## src/rtl/display_out_sequencer_if.sv

```systemverilog
// CPU/host-facing signal bundle of the display output sequencer.
// DISPSEQ_ACK_TIMEOUT_EN adds the sticky timeout flag.
interface display_out_sequencer_if;
  logic [7:0] main_bus;
  logic       wr_val;
  logic       wr_mode;
  logic       host_ack;
  logic [7:0] disp_bus;
  logic       disp_load_val;
  logic       disp_load_mode;
  logic       fifo_full;
  logic       fifo_empty;
  logic       busy;
  logic       overflow;
`ifdef DISPSEQ_ACK_TIMEOUT_EN
  logic       timeout;

  modport master (
    output main_bus, wr_val, wr_mode, host_ack,
    input  disp_bus, disp_load_val, disp_load_mode, fifo_full, fifo_empty, busy, overflow,
           timeout
  );
  modport slave (
    input  main_bus, wr_val, wr_mode, host_ack,
    output disp_bus, disp_load_val, disp_load_mode, fifo_full, fifo_empty, busy, overflow,
           timeout
  );
`else
  modport master (
    output main_bus, wr_val, wr_mode, host_ack,
    input  disp_bus, disp_load_val, disp_load_mode, fifo_full, fifo_empty, busy, overflow
  );
  modport slave (
    input  main_bus, wr_val, wr_mode, host_ack,
    output disp_bus, disp_load_val, disp_load_mode, fifo_full, fifo_empty, busy, overflow
  );
`endif
endinterface

```

## src/rtl/display_out_sequencer.sv

```systemverilog
// Queues CPU mode/value writes and replays them to the display as one-cycle load strobes.
// Optional ack-wait timeout enabled with DISPSEQ_ACK_TIMEOUT_EN.
module display_out_sequencer #(
  parameter int unsigned DEPTH          = 4,
  parameter int unsigned TIMEOUT_CYCLES = 255
) (
  input logic                    clk,
  input logic                    reset,
  display_out_sequencer_if.slave bus
);
  localparam int unsigned PtrW = $clog2(DEPTH);
  localparam int unsigned CntW = PtrW + 1;

  if (DEPTH < 2 || (DEPTH & (DEPTH - 1)) != 0) begin : gen_bad_depth
    $error("DEPTH must be a power of two, at least 2");
  end
  if (TIMEOUT_CYCLES < 1 || TIMEOUT_CYCLES > 65535) begin : gen_bad_timeout
    $error("TIMEOUT_CYCLES must be in 1..65535");
  end

  typedef enum logic [1:0] {StIdle, StIssue, StWaitAck} state_e;

  state_e          state_q, state_d;
  logic [8:0]      mem_q [DEPTH];
  logic [PtrW-1:0] wr_ptr_q, wr_ptr_d;
  logic [PtrW-1:0] rd_ptr_q, rd_ptr_d;
  logic [CntW-1:0] count_q, count_d;
  logic            kind_q, kind_d;
  logic [7:0]      disp_bus_q, disp_bus_d;
  logic            overflow_q, overflow_d;
`ifdef DISPSEQ_ACK_TIMEOUT_EN
  logic [15:0]     tcnt_q, tcnt_d;
  logic            timeout_q, timeout_d;
`endif

  logic [CntW-1:0] free_slots;
  logic            push_one, push_two, drop, pop;
  logic [8:0]      head;

  // Free-slot check uses the occupancy before any same-cycle pop.
  always_comb begin
    free_slots = CntW'(DEPTH) - count_q;
    push_one   = 1'b0;
    push_two   = 1'b0;
    drop       = 1'b0;
    if (bus.wr_val && bus.wr_mode) begin
      if (free_slots >= CntW'(2)) push_two = 1'b1;
      else                        drop     = 1'b1;
    end else if (bus.wr_val || bus.wr_mode) begin
      if (free_slots != '0) push_one = 1'b1;
      else                  drop     = 1'b1;
    end
  end

  assign head = mem_q[rd_ptr_q];
  assign pop  = (state_q == StIdle) && (count_q != '0);

  always_comb begin
    wr_ptr_d   = wr_ptr_q;
    rd_ptr_d   = rd_ptr_q;
    count_d    = count_q;
    overflow_d = overflow_q | drop;
    if (push_two) begin
      wr_ptr_d = wr_ptr_q + PtrW'(2);
      count_d  = count_d + CntW'(2);
    end else if (push_one) begin
      wr_ptr_d = wr_ptr_q + PtrW'(1);
      count_d  = count_d + CntW'(1);
    end
    if (pop) begin
      rd_ptr_d = rd_ptr_q + PtrW'(1);
      count_d  = count_d - CntW'(1);
    end
  end

  // Storage is not reset; the pointers and count define which entries are live.
  always_ff @(posedge clk) begin
    if (push_two) begin
      mem_q[wr_ptr_q]              <= {1'b0, bus.main_bus};
      mem_q[wr_ptr_q + PtrW'(1)]   <= {1'b1, bus.main_bus};
    end else if (push_one) begin
      mem_q[wr_ptr_q]              <= {bus.wr_val, bus.main_bus};
    end
  end

  always_comb begin
    state_d    = state_q;
    kind_d     = kind_q;
    disp_bus_d = disp_bus_q;
`ifdef DISPSEQ_ACK_TIMEOUT_EN
    tcnt_d     = tcnt_q;
    timeout_d  = timeout_q;
`endif
    unique case (state_q)
      StIdle: begin
        if (pop) begin
          disp_bus_d = head[7:0];
          kind_d     = head[8];
          state_d    = StIssue;
        end
      end
      StIssue: begin
        state_d = kind_q ? StWaitAck : StIdle;
`ifdef DISPSEQ_ACK_TIMEOUT_EN
        tcnt_d  = '0;
`endif
      end
      StWaitAck: begin
        if (bus.host_ack) begin
          state_d = StIdle;
`ifdef DISPSEQ_ACK_TIMEOUT_EN
        end else if (tcnt_q == 16'(TIMEOUT_CYCLES - 1)) begin
          state_d   = StIdle;
          timeout_d = 1'b1;
        end else begin
          tcnt_d = tcnt_q + 16'd1;
`endif
        end
      end
      default: state_d = StIdle;
    endcase
  end

  always_ff @(posedge clk or negedge reset) begin
    if (!reset) begin
      state_q    <= StIdle;
      wr_ptr_q   <= '0;
      rd_ptr_q   <= '0;
      count_q    <= '0;
      kind_q     <= 1'b0;
      disp_bus_q <= 8'h00;
      overflow_q <= 1'b0;
`ifdef DISPSEQ_ACK_TIMEOUT_EN
      tcnt_q     <= '0;
      timeout_q  <= 1'b0;
`endif
    end else begin
      state_q    <= state_d;
      wr_ptr_q   <= wr_ptr_d;
      rd_ptr_q   <= rd_ptr_d;
      count_q    <= count_d;
      kind_q     <= kind_d;
      disp_bus_q <= disp_bus_d;
      overflow_q <= overflow_d;
`ifdef DISPSEQ_ACK_TIMEOUT_EN
      tcnt_q     <= tcnt_d;
      timeout_q  <= timeout_d;
`endif
    end
  end

  assign bus.disp_bus       = disp_bus_q;
  assign bus.disp_load_val  = (state_q == StIssue) && kind_q;
  assign bus.disp_load_mode = (state_q == StIssue) && !kind_q;
  assign bus.fifo_full      = (count_q == CntW'(DEPTH));
  assign bus.fifo_empty     = (count_q == '0);
  assign bus.busy           = (state_q != StIdle) || (count_q != '0);
  assign bus.overflow       = overflow_q;
`ifdef DISPSEQ_ACK_TIMEOUT_EN
  assign bus.timeout        = timeout_q;
`endif
endmodule
```

## src/flat_wrapper.sv

```systemverilog
// flat-port wrapper written by rule: the top's interface ports become plain ports
module display_out_sequencer_flat 
#(
  parameter int unsigned DEPTH          = 4,
  parameter int unsigned TIMEOUT_CYCLES = 255
)
  (clk, reset, bus_main_bus, bus_wr_val, bus_wr_mode, bus_host_ack, bus_disp_bus, bus_disp_load_val, bus_disp_load_mode, bus_fifo_full, bus_fifo_empty, bus_busy, bus_overflow);
  display_out_sequencer_if bus_i ();
  input logic clk;
  input logic reset;
  input wire logic [$bits(bus_i.main_bus)-1:0] bus_main_bus;
  input wire logic [$bits(bus_i.wr_val)-1:0] bus_wr_val;
  input wire logic [$bits(bus_i.wr_mode)-1:0] bus_wr_mode;
  input wire logic [$bits(bus_i.host_ack)-1:0] bus_host_ack;
  output wire logic [$bits(bus_i.disp_bus)-1:0] bus_disp_bus;
  output wire logic [$bits(bus_i.disp_load_val)-1:0] bus_disp_load_val;
  output wire logic [$bits(bus_i.disp_load_mode)-1:0] bus_disp_load_mode;
  output wire logic [$bits(bus_i.fifo_full)-1:0] bus_fifo_full;
  output wire logic [$bits(bus_i.fifo_empty)-1:0] bus_fifo_empty;
  output wire logic [$bits(bus_i.busy)-1:0] bus_busy;
  output wire logic [$bits(bus_i.overflow)-1:0] bus_overflow;
  assign bus_i.main_bus = bus_main_bus;
  assign bus_i.wr_val = bus_wr_val;
  assign bus_i.wr_mode = bus_wr_mode;
  assign bus_i.host_ack = bus_host_ack;
  assign bus_disp_bus = bus_i.disp_bus;
  assign bus_disp_load_val = bus_i.disp_load_val;
  assign bus_disp_load_mode = bus_i.disp_load_mode;
  assign bus_fifo_full = bus_i.fifo_full;
  assign bus_fifo_empty = bus_i.fifo_empty;
  assign bus_busy = bus_i.busy;
  assign bus_overflow = bus_i.overflow;
  display_out_sequencer #(.DEPTH(DEPTH), .TIMEOUT_CYCLES(TIMEOUT_CYCLES)) u_core (.clk(clk), .reset(reset), .bus(bus_i));
endmodule
```

## config.mk

```make
export PLATFORM = sky130hd
export DESIGN_NAME = display_out_sequencer_flat
export DESIGN_NICKNAME = d
export VERILOG_FILES = /design/src/rtl/display_out_sequencer_if.sv /design/src/rtl/display_out_sequencer.sv /design/src/flat_wrapper.sv
export SDC_FILE = /design/constraint.sdc
export NUM_CORES = 1
export LEC_CHECK = 0
export BUFFER_PORTS_ARGS = -buffer_cell sky130_fd_sc_hd__buf_4
export CAP_MARGIN = 20
export CORE_ASPECT_RATIO = 1.5
export CORE_MARGIN = 2
export CORE_UTILIZATION = 30
export CTS_CLUSTER_DIAMETER = 60
export DETAILED_ROUTE_END_ITERATION = 7
export PLACE_DENSITY = 0.52
export SLEW_MARGIN = 20
export SYNTH_ARGS = -nofsm -noshare
export SYNTH_HDL_FRONTEND = slang
export SYNTH_SLANG_ARGS = --single-unit
```

## constraint.sdc

```tcl
create_clock -name clk -period 7.4 [get_ports clk]
set_input_delay 0.37 -clock clk [delete_from_list [all_inputs] [get_ports clk]]
set_output_delay 0.37 -clock clk [all_outputs]
set_load 0.005 [all_outputs]
```

# Word-level counts from Yosys, hierarchy flattened
# Memories as Yosys holds them, arrays and structs flattened. A register that Yosys moved wholly into a read port is not among the register bits.
# Cells that the tools add are included.
[classes] addsub=7 mux=24 n_lt_le_gt_ge=1 n_bitwise=2 reduce_logical=16 n_eq_ne=5
[op_table] operator="2-to-1 mux 1 bit" count=14
[op_table] operator="2-to-1 mux 2 bit" count=5
[op_table] operator="2-to-1 mux 3 bit" count=3
[op_table] operator="2-to-1 mux 9 bit" count=1
[op_table] operator="one-hot mux 2 bit (3 select lines)" count=1
[op_table] operator="nonzero test 3 bit" count=2
[op_table] operator="adder 2 x 1 -> 2 bit (second input constant)" count=2
[op_table] operator="logical AND 1 bit" count=4
[op_table] operator="AND reduction 2 bit" count=2
[op_table] operator="nonzero test 2 bit" count=2
[op_table] operator="adder 3 x 1 -> 3 bit (second input constant)" count=1
[op_table] operator="adder 3 x 2 -> 3 bit (second input constant)" count=1
[op_table] operator="equality test 3 bit (second input constant)" count=1
[op_table] operator="greater-or-equal comparator 3 x 2 -> 1 bit (second input constant)" count=1
[op_table] operator="zero test 3 bit" count=1
[op_table] operator="subtractor 3 x 1 -> 3 bit (second input constant)" count=1
[op_table] operator="subtractor 3 bit (first input constant)" count=1
[op_table] operator="adder 2 bit (second input constant)" count=1
[op_table] operator="equality test 2 x 1 -> 1 bit (second input constant)" count=1
[op_table] operator="equality test 2 bit (second input constant)" count=1
[op_table] operator="zero test 1 bit" count=2
[op_table] operator="zero test 2 bit" count=1
[op_table] operator="logical OR 1 bit" count=2
[op_table] operator="inequality test 2 x 1 -> 1 bit (second input constant)" count=1
[op_table] operator="2 further kinds" count=3
[word_totals] ff_bits=10 n_memories=1 output_inout_bits=14 mem_bits_rw=36 input_bits=13
[mem_list] name="u_core.mem_q" words=4 width=9 read_ports=1 rd_clocked_by_memory_dff=1 write_ports=2 line_no="display_out_sequencer.sv:24" rtl="logic [8:0] mem_q [DEPTH];"

# Logic depth before layout (Yosys ltp)
# Gate-level depths: netlist of run 1.
[logic_depth] ltp_word=9 mapped_depth=10

# Least setup slack after synthesis of run 1
# Ideal clock, no wire load.
[synth_path] path_kind="register -> register" from="reg u_core.count_q[1]" to="reg u_core.count_q[2]" slack_ps=4960 n_path_buf=0 t_required_ps=7313 arrival_ps=2354 synth_period_minus_slack_ps=2440 stages_incl_launch_ff=11 setup_ps=87 path_cell_list="dfrtp_1 inv_1 ha_1 ha_1 nor3b_2 nor3_1 a221oi_1 ha_1 nand3_1 or4_1 o211ai_1"
[synth_via] elab_chain_len=9 word_cells_on_any_way=16 cone_classes="4 x add/sub; 1 x order compare; 8 x mux; 3 x reduce/logical"
[synth_lines] item="start: declaration" line_no="display_out_sequencer.sv:27" rtl="logic [CntW-1:0] count_q, count_d;"
[synth_lines] item="start signal: assignment" line_no="display_out_sequencer.sv:141" rtl="count_q <= count_d;"
[synth_lines] item="subtractor 3 bit" line_no="display_out_sequencer.sv:42" rtl="free_slots = CntW'(DEPTH) - count_q;"
[synth_lines] item="nonzero test 3 bit" line_no="display_out_sequencer.sv:50" rtl="if (free_slots != '0) push_one = 1'b1;"
[synth_lines] item="2-to-1 mux 1 bit" line_no="display_out_sequencer.sv:50"
[synth_lines] item="2-to-1 mux 1 bit" line_no="display_out_sequencer.sv:49" rtl="end else if (bus.wr_val || bus.wr_mode) begin"
[synth_lines] item="2-to-1 mux 1 bit" line_no="display_out_sequencer.sv:46" rtl="if (bus.wr_val && bus.wr_mode) begin"
[synth_lines] item="2-to-1 mux 3 bit" line_no="display_out_sequencer.sv:66" rtl="end else if (push_one) begin"
[synth_lines] item="2-to-1 mux 3 bit" line_no="display_out_sequencer.sv:63" rtl="if (push_two) begin"
[synth_lines] item="subtractor 3 x 1 -> 3 bit" line_no="display_out_sequencer.sv:72" rtl="count_d = count_d - CntW'(1);"
[synth_lines] item="2-to-1 mux 3 bit *" line_no="display_out_sequencer.sv:70" rtl="if (pop) begin"
[synth_lines] item="named net u_core.count_d[2]" line_no="display_out_sequencer.sv:27"
# The timed path passes the listed nets; every way through them passes the cells marked *.
# A chain may end at the register's enable or synchronous reset.

# Worst setup path in the final report of run 1
# Same ends and word-level chain as after synthesis.

==> results of run 1 <==
[power by group]
group | switching, W | internal [W] | total, W
Combinational | 0.000291 | 0.000281 | 0.000572
Sequential | 0.0000807 | 0.000460 | 0.000540
Clock | 0.000108 | 0.000127 | 0.000235
[metrics by stage]
step	total power, W	utilization [%]
floorplan	0.000945	-
global placement	0.00112	34.1
detailed placement	0.00114	34.1
CTS	0.00137	35.9
global route	0.00145	35.9
finish	0.00135	35.9
[sequential cells by signal, summed over array words and instances, names as in the netlist]
name,count
u_core.bus.overflow,1
u_core.count_q,3
u_core.kind_q,1
u_core.wr_ptr_q,2
u_core.bus.disp_bus,8
u_core.mem_q,36
u_core.state_q,2
u_core.rd_ptr_q,2
[critical path, stage by stage, from the launching register on]
cell and delay (ns):
dfrtp_1 0.43, inv_1 0.09, ha_1 0.20, ha_1 0.32
and2_1 0.19, nor2_1 0.13, a221oi_1 0.45, ha_1 0.26
nand3_1 0.08, or4_1 0.41, o211ai_1 0.12
[cells in the final DEF (no fill, tap or decap), types with 2 or more instances in the layout]
master / count
clkbuf_16: 5
edfxtp_1: 32
ha_1: 13
nor2b_1: 32
and2_1: 2
a21boi_1: 4
mux4_2: 9
dfrtp_1: 19
mux2_2: 9
dfxtp_1: 4
a22oi_2: 4
nor3_1: 2
buf_4: 27
inv_1: 9
xor2_1: 2
a221o_1: 4
xnor2_1: 5
a22oi_1: 2
nor2_1: 7
nand2_1: 5
nand3_1: 2
[synthesized netlist by cell type, types with 2 or more instances]
cell type and number:
a21boi_1 4, a221o_1 4, a22oi_1 2, a22oi_2 4, and2_1 2, buf_2 2
dfrtp_1 19, dfxtp_1 4, edfxtp_1 32, ha_1 13, inv_1 9, mux2_2 9
mux4_2 9, nand2_1 5, nand3_1 2, nor2_1 7, nor2b_1 32, nor3_1 2
xnor2_1 5, xor2_1 2
[cell type report]
cell class / count / area, um2 / area share, %
Sequential cell: 55 / 1520 / 48.4
Multi-Input combinational cell: 120 / 1090 / 34.7
Timing Repair Buffer: 28 / 213 / 6.79
Tap cell: 110 / 138 / 4.39
Clock buffer: 6 / 129 / 4.12
Inverter: 9 / 33.8 / 1.08
Clock inverter: 2 / 16.3 / 0.519
[cell families (layout without fill, tap and decap cells)]
kind of cell	after synthesis	after routing	synth area share, %
AOI/OAI and AO/OA	22	22	7.51
xor gates and xnor gates	7	7	2.31
adders and majority gates	13	13	6.14
buffers and inverters	12	45	1.79
muxes	19	19	11.9
and+or+nand+nor	59	59	13.2
DFF	55	55	57.2
[worst max path at each step]
| stage | startpoint | endpoint | slack [ns] | depth (start not counted) |
|---|---|---|---|---|
| floorplan | u_core.count_q[1] | u_core.count_q[2] | 4.96 | 10 |
| global placement | u_core.count_q[1] | u_core.count_q[2] | 4.70 | 10 |
| detailed placement | u_core.count_q[1] | u_core.count_q[2] | 4.66 | 10 |
| CTS | u_core.count_q[1] | u_core.count_q[2] | 4.62 | 10 |
| global route | u_core.count_q[1] | u_core.count_q[2] | 4.36 | 10 |
| finish | u_core.count_q[1] | u_core.count_q[2] | 4.65 | 10 |
[per-layer routing]
metal | global-route usage, % | up-vias | routed length (um)
li1 | - | 753 | -
met1 | 12.8 | 785 | 2130
met2 | 22.3 | 23 | 2890
met3 | 2.05 | 9 | 122
met4 | 6.57 | 0 | 158
met5 | 0 | - | 0
==> results.sh, run 1 <==
export IMPL_die_area_um2=9620
export IMPL_rsz0062_at_grt="no"
export IMPL_rrSetupSlack_ns=4.65
export IMPL_ys_seq_area_share_pct=57.2
export IMPL_clk_latency_ns=0.30
export IMPL_cts_resized=0
export IMPL_yosysUniqueCellTypes=39
export IMPL_ys_async_sr_fraction_pct=34.5
export IMPL_place_area_um2=2980
export IMPL_netlist_instances=187
export IMPL_r2r_start="u_core.count_q[1]"
export IMPL_r2r_cells=10
export IMPL_antenna_found_initial=0
export IMPL_grt_start_max_net_pins=20
export IMPL_yosys_area_top_type="edfxtp_1"
export IMPL_ys_ff_latch=55
export IMPL_fill_cells=894
export IMPL_drcViolationCount=0
export IMPL_holdWs_ns=0.382
export IMPL_fmax_mhz=363
export IMPL_cp_data_required_time_ns=7.61
export IMPL_tightest_slew_ns=0.649
export IMPL_synth_net_count=213
export IMPL_ctsHtreeMaxLevel=2
export IMPL_wl_um=5310
export IMPL_clk_pin_slew_ns=0.07
export IMPL_fp_dieH_um=119
export IMPL_worstSetupPathType="flop to flop"
export IMPL_finClkSkew_ns=0.00536
export IMPL_wl_per_cell_um=16.1
export IMPL_tns_ns=0
export IMPL_post_cts_setup_buffers=0
export IMPL_cts_root_buffer="clkbuf_16"
export IMPL_grt_usage_pct=12.2
export IMPL_viasPerCell=4.76
export IMPL_ant_nets=0
export IMPL_setup_slack_ns=4.65
export IMPL_drt_iter0_markers=107
export IMPL_cp_max_fo=6
export IMPL_ys_warn_count=0
export IMPL_syn_area_um2=2650
export IMPL_finalHoldViolCount=0
export IMPL_n_antenna_cell=0
export IMPL_synth_top_area_share_pct=36.3
export IMPL_finalWeightedCongestion=0.778
export IMPL_finalNonFillerCells=330
export IMPL_holdCritPathClass="input port to flop"
export IMPL_p_per_area_nw_per_um2=430
export IMPL_clk_path_buf_depth=2
export IMPL_dr_pass1_iters=4
export IMPL_row_count=42
export IMPL_place_inst=321
export IMPL_min_period_over_period_pct=37.2
export IMPL_vias=1570
export IMPL_holdPathStages=3
export IMPL_status="completed"
export IMPL_hpwl_um=3940
export IMPL_arrival_ns=2.96
export IMPL_grt_pass1_wl_um=8400
export IMPL_cts_sinks=55
export IMPL_syn_avg_cell_area_um2=14.2
export IMPL_io_pin_count=27
export IMPL_period_minus_slack_ns=2.75
export IMPL_end_kind="flop"
export IMPL_cts_buffers=5
export IMPL_ys_flop_type="edfxtp_1"
export IMPL_slew_viol_final=0
export IMPL_floorplan_initialDensity_pct=30.4
export IMPL_r2r_end="u_core.count_q[2]"
export IMPL_fin_area_um2=3130
export IMPL_io_buffer_count=26
export IMPL_synth_edf_count=32
export IMPL_max_slew_margin_pct=56.7
export IMPL_hold_buffers=1
export IMPL_die_w_um=80.7
export IMPL_overflow=0
export IMPL_drive_above_1_share_pct=27.7
export IMPL_maxCapViolCount=0
export IMPL_core_area_um2=8720
export IMPL_synth_area_leaders="edfxtp_1 (36%), dfrtp_1 (18%), mux4_2 (7.6%)"
export IMPL_syn2layout_area_growth_pct=18.2
export IMPL_finalNetCount=245
export IMPL_dpl_worst_slack_ns=4.66
export IMPL_p_leak_nw=1.26
export IMPL_hp_start="bus_host_ack"
export IMPL_ir_drop_mv=0.196
export IMPL_cts_tree="yes"
export IMPL_start_kind="flop"
export IMPL_hold_path_end="u_core.state_q[1]"
export IMPL_grt_pass1_vias=1633
export IMPL_setup_viol=0
Note: power is estimated with default switching activity, not from simulation.
==> run 2: changes to the inputs <==
- PLACE_DENSITY: 0.52 -> 0.54
- clock period: 7.4 -> 2.5 ns (I/O delays scaled with it)
==> run 2 against run 1 <==
- clock power increased to 3.0 times the previous value
- total power rose to 3.3 times the previous value
- clock-buffer cell count fell by 1
- non-clock buffer count rose by 25
- first-iteration DRC count is 28% lower
- final area grew 7.5%
- final cell count up 7.6%
- critical path depth unchanged
- global-route usage is 0.75 points higher
- via count is 7.5% higher
- worst hold slack got worse by 0.25 ns
- maximum frequency is 17% higher
- critical path type unchanged
- largest cell class unchanged
==> results.sh, run 2 (synthesis gave the netlist of run 1 again) <==
export IMPL_status="completed"
export IMPL_cp_data_required_time_ns=2.72
export IMPL_antenna_found_initial=0
export IMPL_final_cell_mix="buf_4 (52), nor2b_1 (32), edfxtp_1 (32)"
export IMPL_largest_register="u_core.mem_q"
export IMPL_io_pin_count=27
export IMPL_final_common_cell="buf_4"
export IMPL_dr_pass1_iters=4
export IMPL_ant_nets=0
export IMPL_syn2layout_area_growth_pct=27.0
export IMPL_top_usage_layer="met2"
export IMPL_p_leak_nw=1.39
export IMPL_ir_drop_mv=0.464
export IMPL_drt_iter0_markers=77
export IMPL_vias=1687
export IMPL_period_minus_slack_ns=2.35
export IMPL_floorplan_initialDensity_pct=30.4
export IMPL_worstSetupPathType="flop to flop"
export IMPL_n_antenna_cell=0
export IMPL_cts_tree="yes"
export IMPL_clk_latency_ns=0.30
export IMPL_cp_max_fo=4
export IMPL_worst_path_most_repeated_cell="ha_4"
export IMPL_holdCritPathClass="input port to flop"
export IMPL_finClkSkew_ns=0.00964
export IMPL_core_area_um2=8720
export IMPL_overflow=0
export IMPL_cts_root_buffer="clkbuf_16"
export IMPL_ctsHtreeMaxLevel=2
export IMPL_grtUsageMet1_pct=13.0
export IMPL_cp_slowest_stage_delay_ns=0.39
export IMPL_use_met3_pct=2.35
export IMPL_finalNetCount=270
export IMPL_grtUsageMet2_pct=23.8
export IMPL_start_kind="flop"
export IMPL_drcViolationCount=0
export IMPL_holdWs_ns=0.130
export IMPL_fp_dieH_um=119
export IMPL_end_kind="flop"
export IMPL_clk_pin_slew_ns=0.08
export IMPL_tightest_slew_ns=0.463
export IMPL_wl_um=5600
export IMPL_drive_above_1_share_pct=38.8
export IMPL_finalNonFillerCells=355
export IMPL_grt_usage_pct=12.9
export IMPL_p_per_area_nw_per_um2=1330
export IMPL_slew_viol_final=0
export IMPL_die_w_um=80.7
export IMPL_grt_start_max_net_pins=20
export IMPL_io_buffer_count=26
export IMPL_min_period_over_period_pct=94.0
export IMPL_fin_area_um2=3370
export IMPL_path_cells="inv_2, ha_4, ha_4, or3b_4, a22oi_2, a221oi_2, ha_2, buf_4, a22o_1, o211ai_1"
export IMPL_place_area_um2=3140
export IMPL_max_slew_margin_pct=69.2
export IMPL_cp_slowest_cell="or3b_4"
export IMPL_arrival_ns=2.57
export IMPL_die_area_um2=9620
export IMPL_hpwl_um=4120
export IMPL_grt_pass1_vias=1778
export IMPL_fmax_mhz=425
export IMPL_total_power_w=0.00448
export IMPL_rsz0062_at_grt="no"
export IMPL_grt_pass1_wl_um=9020
export IMPL_fin_util_pct=38.6
export IMPL_cts_sinks=55
export IMPL_finalHoldViolCount=0
export IMPL_setup_viol=0
export IMPL_clk_path_buf_depth=2
export IMPL_place_inst=343
export IMPL_row_count=42
export IMPL_finalWeightedCongestion=0.788
export IMPL_cts_buffers=5
export IMPL_viasPerCell=4.75
export IMPL_maxCapViolCount=0
export IMPL_largest_register_ff_count=36
export IMPL_wl_per_cell_um=15.8
-- run 2: cell count changes in the layout (fill, tap and decap cells not counted), sizes merged --
cell / change
clkbuf: -1
buf: +25
clkinvlp: -1
clkinv: +2
-- run 2: path summary, 6_finish.rpt --
kind	startpoint	to	cells past startpoint	slack (ns)
setup / recovery	u_core.count_q[0]	u_core.count_q[2]	10	0.15
hold / removal	bus_host_ack	u_core.state_q[1]	3	0.13
setup reg to reg	u_core.count_q[0]	u_core.count_q[2]	10	0.15
hold reg to reg	u_core.bus.overflow	u_core.bus.overflow	1	0.48
max in group asynchronous	reset	u_core.bus.disp_bus[6]	2	2.04
min in group asynchronous	reset	u_core.bus.overflow	2	0.24
-- run 2: layout make-up --
class	instances	area [um2]
clock inverters	3	22.5
repair buffers	53	400
well taps	110	138
clock buffers	5	125
fillers	858	5360
flip-flops and latches	55	1520
multi-input cells	120	1130
inverters	9	33.8
-- run 2: report_power, final --
part / switching [W] / leakage [nW] / total, W / internal, W
combinational: 0.00106 / 0.722 / 0.00222 / 0.00116
clock: 0.000336 / 0.0742 / 0.000711 / 0.000376
sequential: 0.000186 / 0.597 / 0.00154 / 0.00136
-- run 2: critical path, delay by kind of cell, from the launching register on --
kind | cells | cell delay, ns
adder cells (fa/ha/maj) | 3 | 0.64
AO/OA/AOI/OAI | 4 | 0.68
buffers and inverters | 2 | 0.19
flip-flops | 1 | 0.36
AND/OR/NAND/NOR | 1 | 0.39
-- run 2: per-stage QoR --
step                worst slack [ns]  setup TNS [ns]
finish                         0.149               0
global route                  0.0162               0
CTS                          0.00136               0
detailed placement           -0.0564         -0.0564
global placement              0.0477               0
floorplan                     0.0597               0
-- run 2: timing repair --
item / in CTS / in global routing
hold buffers: 1 / 0
setup endpoints to repair: 1 / 1
gates cloned: 0 / 0
buffers inserted: 0 / 3
hold endpoints to repair: 19 / 0
pin swaps: 0 / 3
resized for setup: 2 / 8
-- run 2: routing by layer --
| metal | share of wire [%] | wire length (um) |
|---|---|---|
| met4 | 4.0 | 222 |
| met1 | 37 | 2070 |
| met2 | 57 | 3180 |
| met5 | 0 | 0 |
| met3 | 2.3 | 128 |
==> run 3: changes to the inputs <==
--- a/config.mk
+++ b/config.mk
@@ -6,6 +6,9 @@
 export NUM_CORES = 1
 export LEC_CHECK = 0
+export ABC_AREA = 1
 export BUFFER_PORTS_ARGS = -buffer_cell sky130_fd_sc_hd__buf_4
 export CAP_MARGIN = 20
+export CELL_PAD_IN_SITES_DETAIL_PLACEMENT = 2
+export CELL_PAD_IN_SITES_GLOBAL_PLACEMENT = 2
 export CORE_ASPECT_RATIO = 1.5
 export CORE_MARGIN = 2
@@ -13,5 +16,5 @@
 export CTS_CLUSTER_DIAMETER = 60
 export DETAILED_ROUTE_END_ITERATION = 7
-export PLACE_DENSITY = 0.54
+export PLACE_DENSITY = 0.74
 export SLEW_MARGIN = 20
 export SYNTH_ARGS = -nofsm -noshare
==> constraint.sdc (replaced) <==
create_clock -name clk -period 2.5 [get_ports clk]
set_input_delay 0.25 -clock clk [delete_from_list [all_inputs] [get_ports clk]]
set_output_delay 0.25 -clock clk [all_outputs]
set_load 0.005 [all_outputs]
==> run 3 against run 2 <==
- total power increased by 0.42%
- sequential share of layout area rose by 1.6 points
- highest routed layer unchanged
- final cell count grew 21%
- clock-buffer cell count is the same
- maximum frequency grew 0.95%
- critical path type unchanged
- synthesized cell count grew 52%
- sequential cell count is the same
==> results.sh, run 3 <==
export IMPL_intPower_w=0.00261
export IMPL_ys_flop_type="edfxtp_1"
export IMPL_tightest_slew_ns=0.376
export IMPL_grt_pass1_vias=2108
export IMPL_maxCapViolCount=0
export IMPL_largest_register_ff_count=36
export IMPL_rrSetupSlack_ns=0.17
export IMPL_place_inst=417
export IMPL_setup_viol=0
export IMPL_setup_slack_ns=0.171
export IMPL_synth_simple_area_share_pct=21.0
export IMPL_netlist_instances=285
export IMPL_synth_edf_count=32
export IMPL_clk_latency_ns=0.30
export IMPL_arrival_ns=2.56
export IMPL_period_minus_slack_ns=2.33
export IMPL_overflow=0
export IMPL_die_w_um=82.3
export IMPL_final_cell_mix="nor2_1 (79), edfxtp_1 (32), buf_4 (30)"
export IMPL_wl_um=6630
export IMPL_yosys_area_top_type="edfxtp_1"
export IMPL_ys_async_sr_fraction_pct=34.5
export IMPL_fp_dieH_um=121
export IMPL_clock_power_share_pct=15.9
export IMPL_synth_top_area_share_pct=34.9
export IMPL_grt_usage_pct=14.7
export IMPL_synth_compound_area_share_pct=9.76
export IMPL_r2r_cells=11
export IMPL_tns_ns=0
export IMPL_drt_iter0_markers=67
export IMPL_p_seq_share_pct=37.6
export IMPL_cp_data_required_time_ns=2.73
export IMPL_clk_path_buf_depth=2
export IMPL_ys_seq_area_share_pct=55.0
export IMPL_p_sw_w=0.00189
export IMPL_finalNonFillerCells=428
export IMPL_p_leak_nw=1.42
export IMPL_syn_area_um2=2760
export IMPL_row_count=42
export IMPL_max_slew_margin_pct=74.9
export IMPL_rsz0062_at_grt="no"
export IMPL_cts_sinks=55
export IMPL_grt_pass1_wl_um=10900
export IMPL_yosysUniqueCellTypes=29
export IMPL_n_antenna_cell=0
export IMPL_grt_start_max_net_pins=24
export IMPL_cp_max_fo=10
export IMPL_holdPathStages=2
export IMPL_wl_per_cell_um=15.5
export IMPL_slew_viol_final=0
export IMPL_swShare_pct=42.0
export IMPL_core_area_um2=8880
export IMPL_holdWs_ns=0.145
export IMPL_antenna_found_initial=0
export IMPL_dr_pass1_iters=4
export IMPL_worstSetupPathType="flop to flop"
export IMPL_dpl_worst_slack_ns=0.0662
export IMPL_cts_tree="yes"
export IMPL_synthMuxAreaShare_pct=0
export IMPL_synth_net_count=311
export IMPL_fmax_mhz=429
export IMPL_synthXorXnorAreaFrac_pct=2.18
export IMPL_finalNetCount=343
export IMPL_die_area_um2=9990
export IMPL_finClkSkew_ns=0.00552
export IMPL_r2r_end="u_core.count_q[1]"
export IMPL_drcViolationCount=0
export IMPL_finalWeightedCongestion=0.758
export IMPL_final_common_cell="nor2_1"
export IMPL_ant_nets=0
export IMPL_hp_start="bus_host_ack"
export IMPL_synth_area_leaders="edfxtp_1 (35%), dfrtp_1 (17%), nor2_1 (11%)"
export IMPL_floorplan_initialDensity_pct=31.0
export IMPL_cts_root_buffer="clkbuf_16"
export IMPL_vias=1993
export IMPL_cts_buffers=5
export IMPL_p_comb_share_pct=46.5
export IMPL_syn2layout_area_growth_pct=17.9
export IMPL_largest_register="u_core.mem_q"
export IMPL_ys_ff_latch=55
export IMPL_viasPerCell=4.66
export IMPL_syn_avg_cell_area_um2=9.67
export IMPL_synth_fa_ha_area_share_pct=5.90
export IMPL_synth_top_family_by_area="simple AND/OR/NAND/NOR gates"
export IMPL_finalHoldViolCount=0
export IMPL_ys_warn_count=0
export IMPL_hold_path_end="u_core.state_q[1]"
export IMPL_io_pin_count=27
export IMPL_drive_above_1_share_pct=21.4
export IMPL_io_buffer_count=26
export IMPL_hpwl_um=5200
export IMPL_synth_commonest_cells="nor2_1 (79), edfxtp_1 (32), inv_1 (29)"
export IMPL_clk_pin_slew_ns=0.07
export IMPL_holdCritPathClass="input port to flop"
export IMPL_fin_util_pct=36.6
export IMPL_status="completed"
export IMPL_min_period_over_period_pct=93.2
export IMPL_end_kind="flop"
export IMPL_ir_drop_mv=0.611
export IMPL_start_kind="flop"
export IMPL_r2r_start="u_core.count_q[0]"
export IMPL_ctsHtreeMaxLevel=2
export IMPL_yosysMostFrequentCell="nor2_1"
export IMPL_p_per_area_nw_per_um2=1380
run 3: cell types whose count changed after synthesis, moves of 5 or more:
cell | previous run | this run
nor2_1 | 7 | 79
nor2b_1 | 32 | 0
nand2_1 | 5 | 27
inv_1 | 9 | 29
o21ai_0 | 1 | 15
mux2_2 | 9 | 0
mux4_2 | 9 | 0
o21ai_1 | 0 | 8
a31oi_1 | 1 | 8
inv_2 | 0 | 7
nor2_2 | 1 | 6
xnor2_1 | 5 | 0
run 3: how the worst max path moves through the flow:
stage                            from                end  slack [ns]  depth (start not counted)
floorplan           u_core.count_q[0]  u_core.count_q[1]        0.31                         11
global placement    u_core.count_q[0]  u_core.count_q[1]        0.21                         11
detailed placement  u_core.count_q[0]  u_core.count_q[1]        0.07                         11
CTS                 u_core.count_q[1]  u_core.count_q[1]        0.04                         11
global route        u_core.count_q[0]  u_core.count_q[1]        0.06                         11
finish              u_core.count_q[0]  u_core.count_q[1]        0.17                         11
run 3: area by class of cell:
| cell class | count | area [um2] |
|---|---|---|
| repair buffers | 31 | 235 |
| flip-flops and latches | 55 | 1520 |
| inverters | 37 | 141 |
| fillers | 1008 | 5630 |
| clock inverters | 3 | 23.8 |
| well taps | 110 | 138 |
| clock buffers | 5 | 125 |
| multi-input cells | 187 | 1070 |
run 3: kinds of logic (layout without fill, tap and decap cells):
family,count (synthesis),in the layout
fa+ha+maj,13,13
xor+xnor,6,6
buf+inv,43,76
simple gates,128,128
compound gates,40,40
flops,55,55
run 3: layer usage:
metal / vias up / GRT usage [%] / wire, um / share of wire (%)
met1: 975 / 18.3 / 2930 / 44
met2: 28 / 24.8 / 3410 / 51
met3: 5 / 2.90 / 164 / 2.5
met4: 0 / 5.31 / 119 / 1.8
li1: 985 / - / - / -
met5: - / 0 / 0 / 0
run 3: power by group through the flow:
stage	combinational [W]	sequential [W]	clock [W]
floorplan	0.00149	0.00163	0
global placement	0.00197	0.00170	0
detailed placement	0.00208	0.00173	0
CTS	0.00210	0.00171	0.000736
global route	0.00238	0.00174	0.000775
finish	0.00209	0.00169	0.000715
run 3: critical path, stage by stage (launching register included):
cell     delay (ns)
dfrtp_1        0.36
inv_1          0.09
ha_1           0.24
ha_1           0.32
nand3_2        0.16
nand2_8        0.16
nand2_8        0.11
nor2_2         0.13
nor2_1         0.06
ha_1           0.28
or2_2          0.29
nand2_1        0.07
run 3: timing repair:
action | 4_1_cts | 5_1_grt
endpoints found under the hold margin | 19 | 0
resized for setup | 0 | 1
buffers inserted | 0 | 2
endpoints found under the setup margin | 0 | 2
hold buffers | 1 | 0
run 3: through the flow:
stage / cell area [um2] / power (W)
finish: 3250 / 0.00449
global route: 3250 / 0.00490
CTS: 3230 / 0.00455
detailed placement: 3080 / 0.00381
global placement: 3080 / 0.00367
floorplan: 2760 / 0.00312
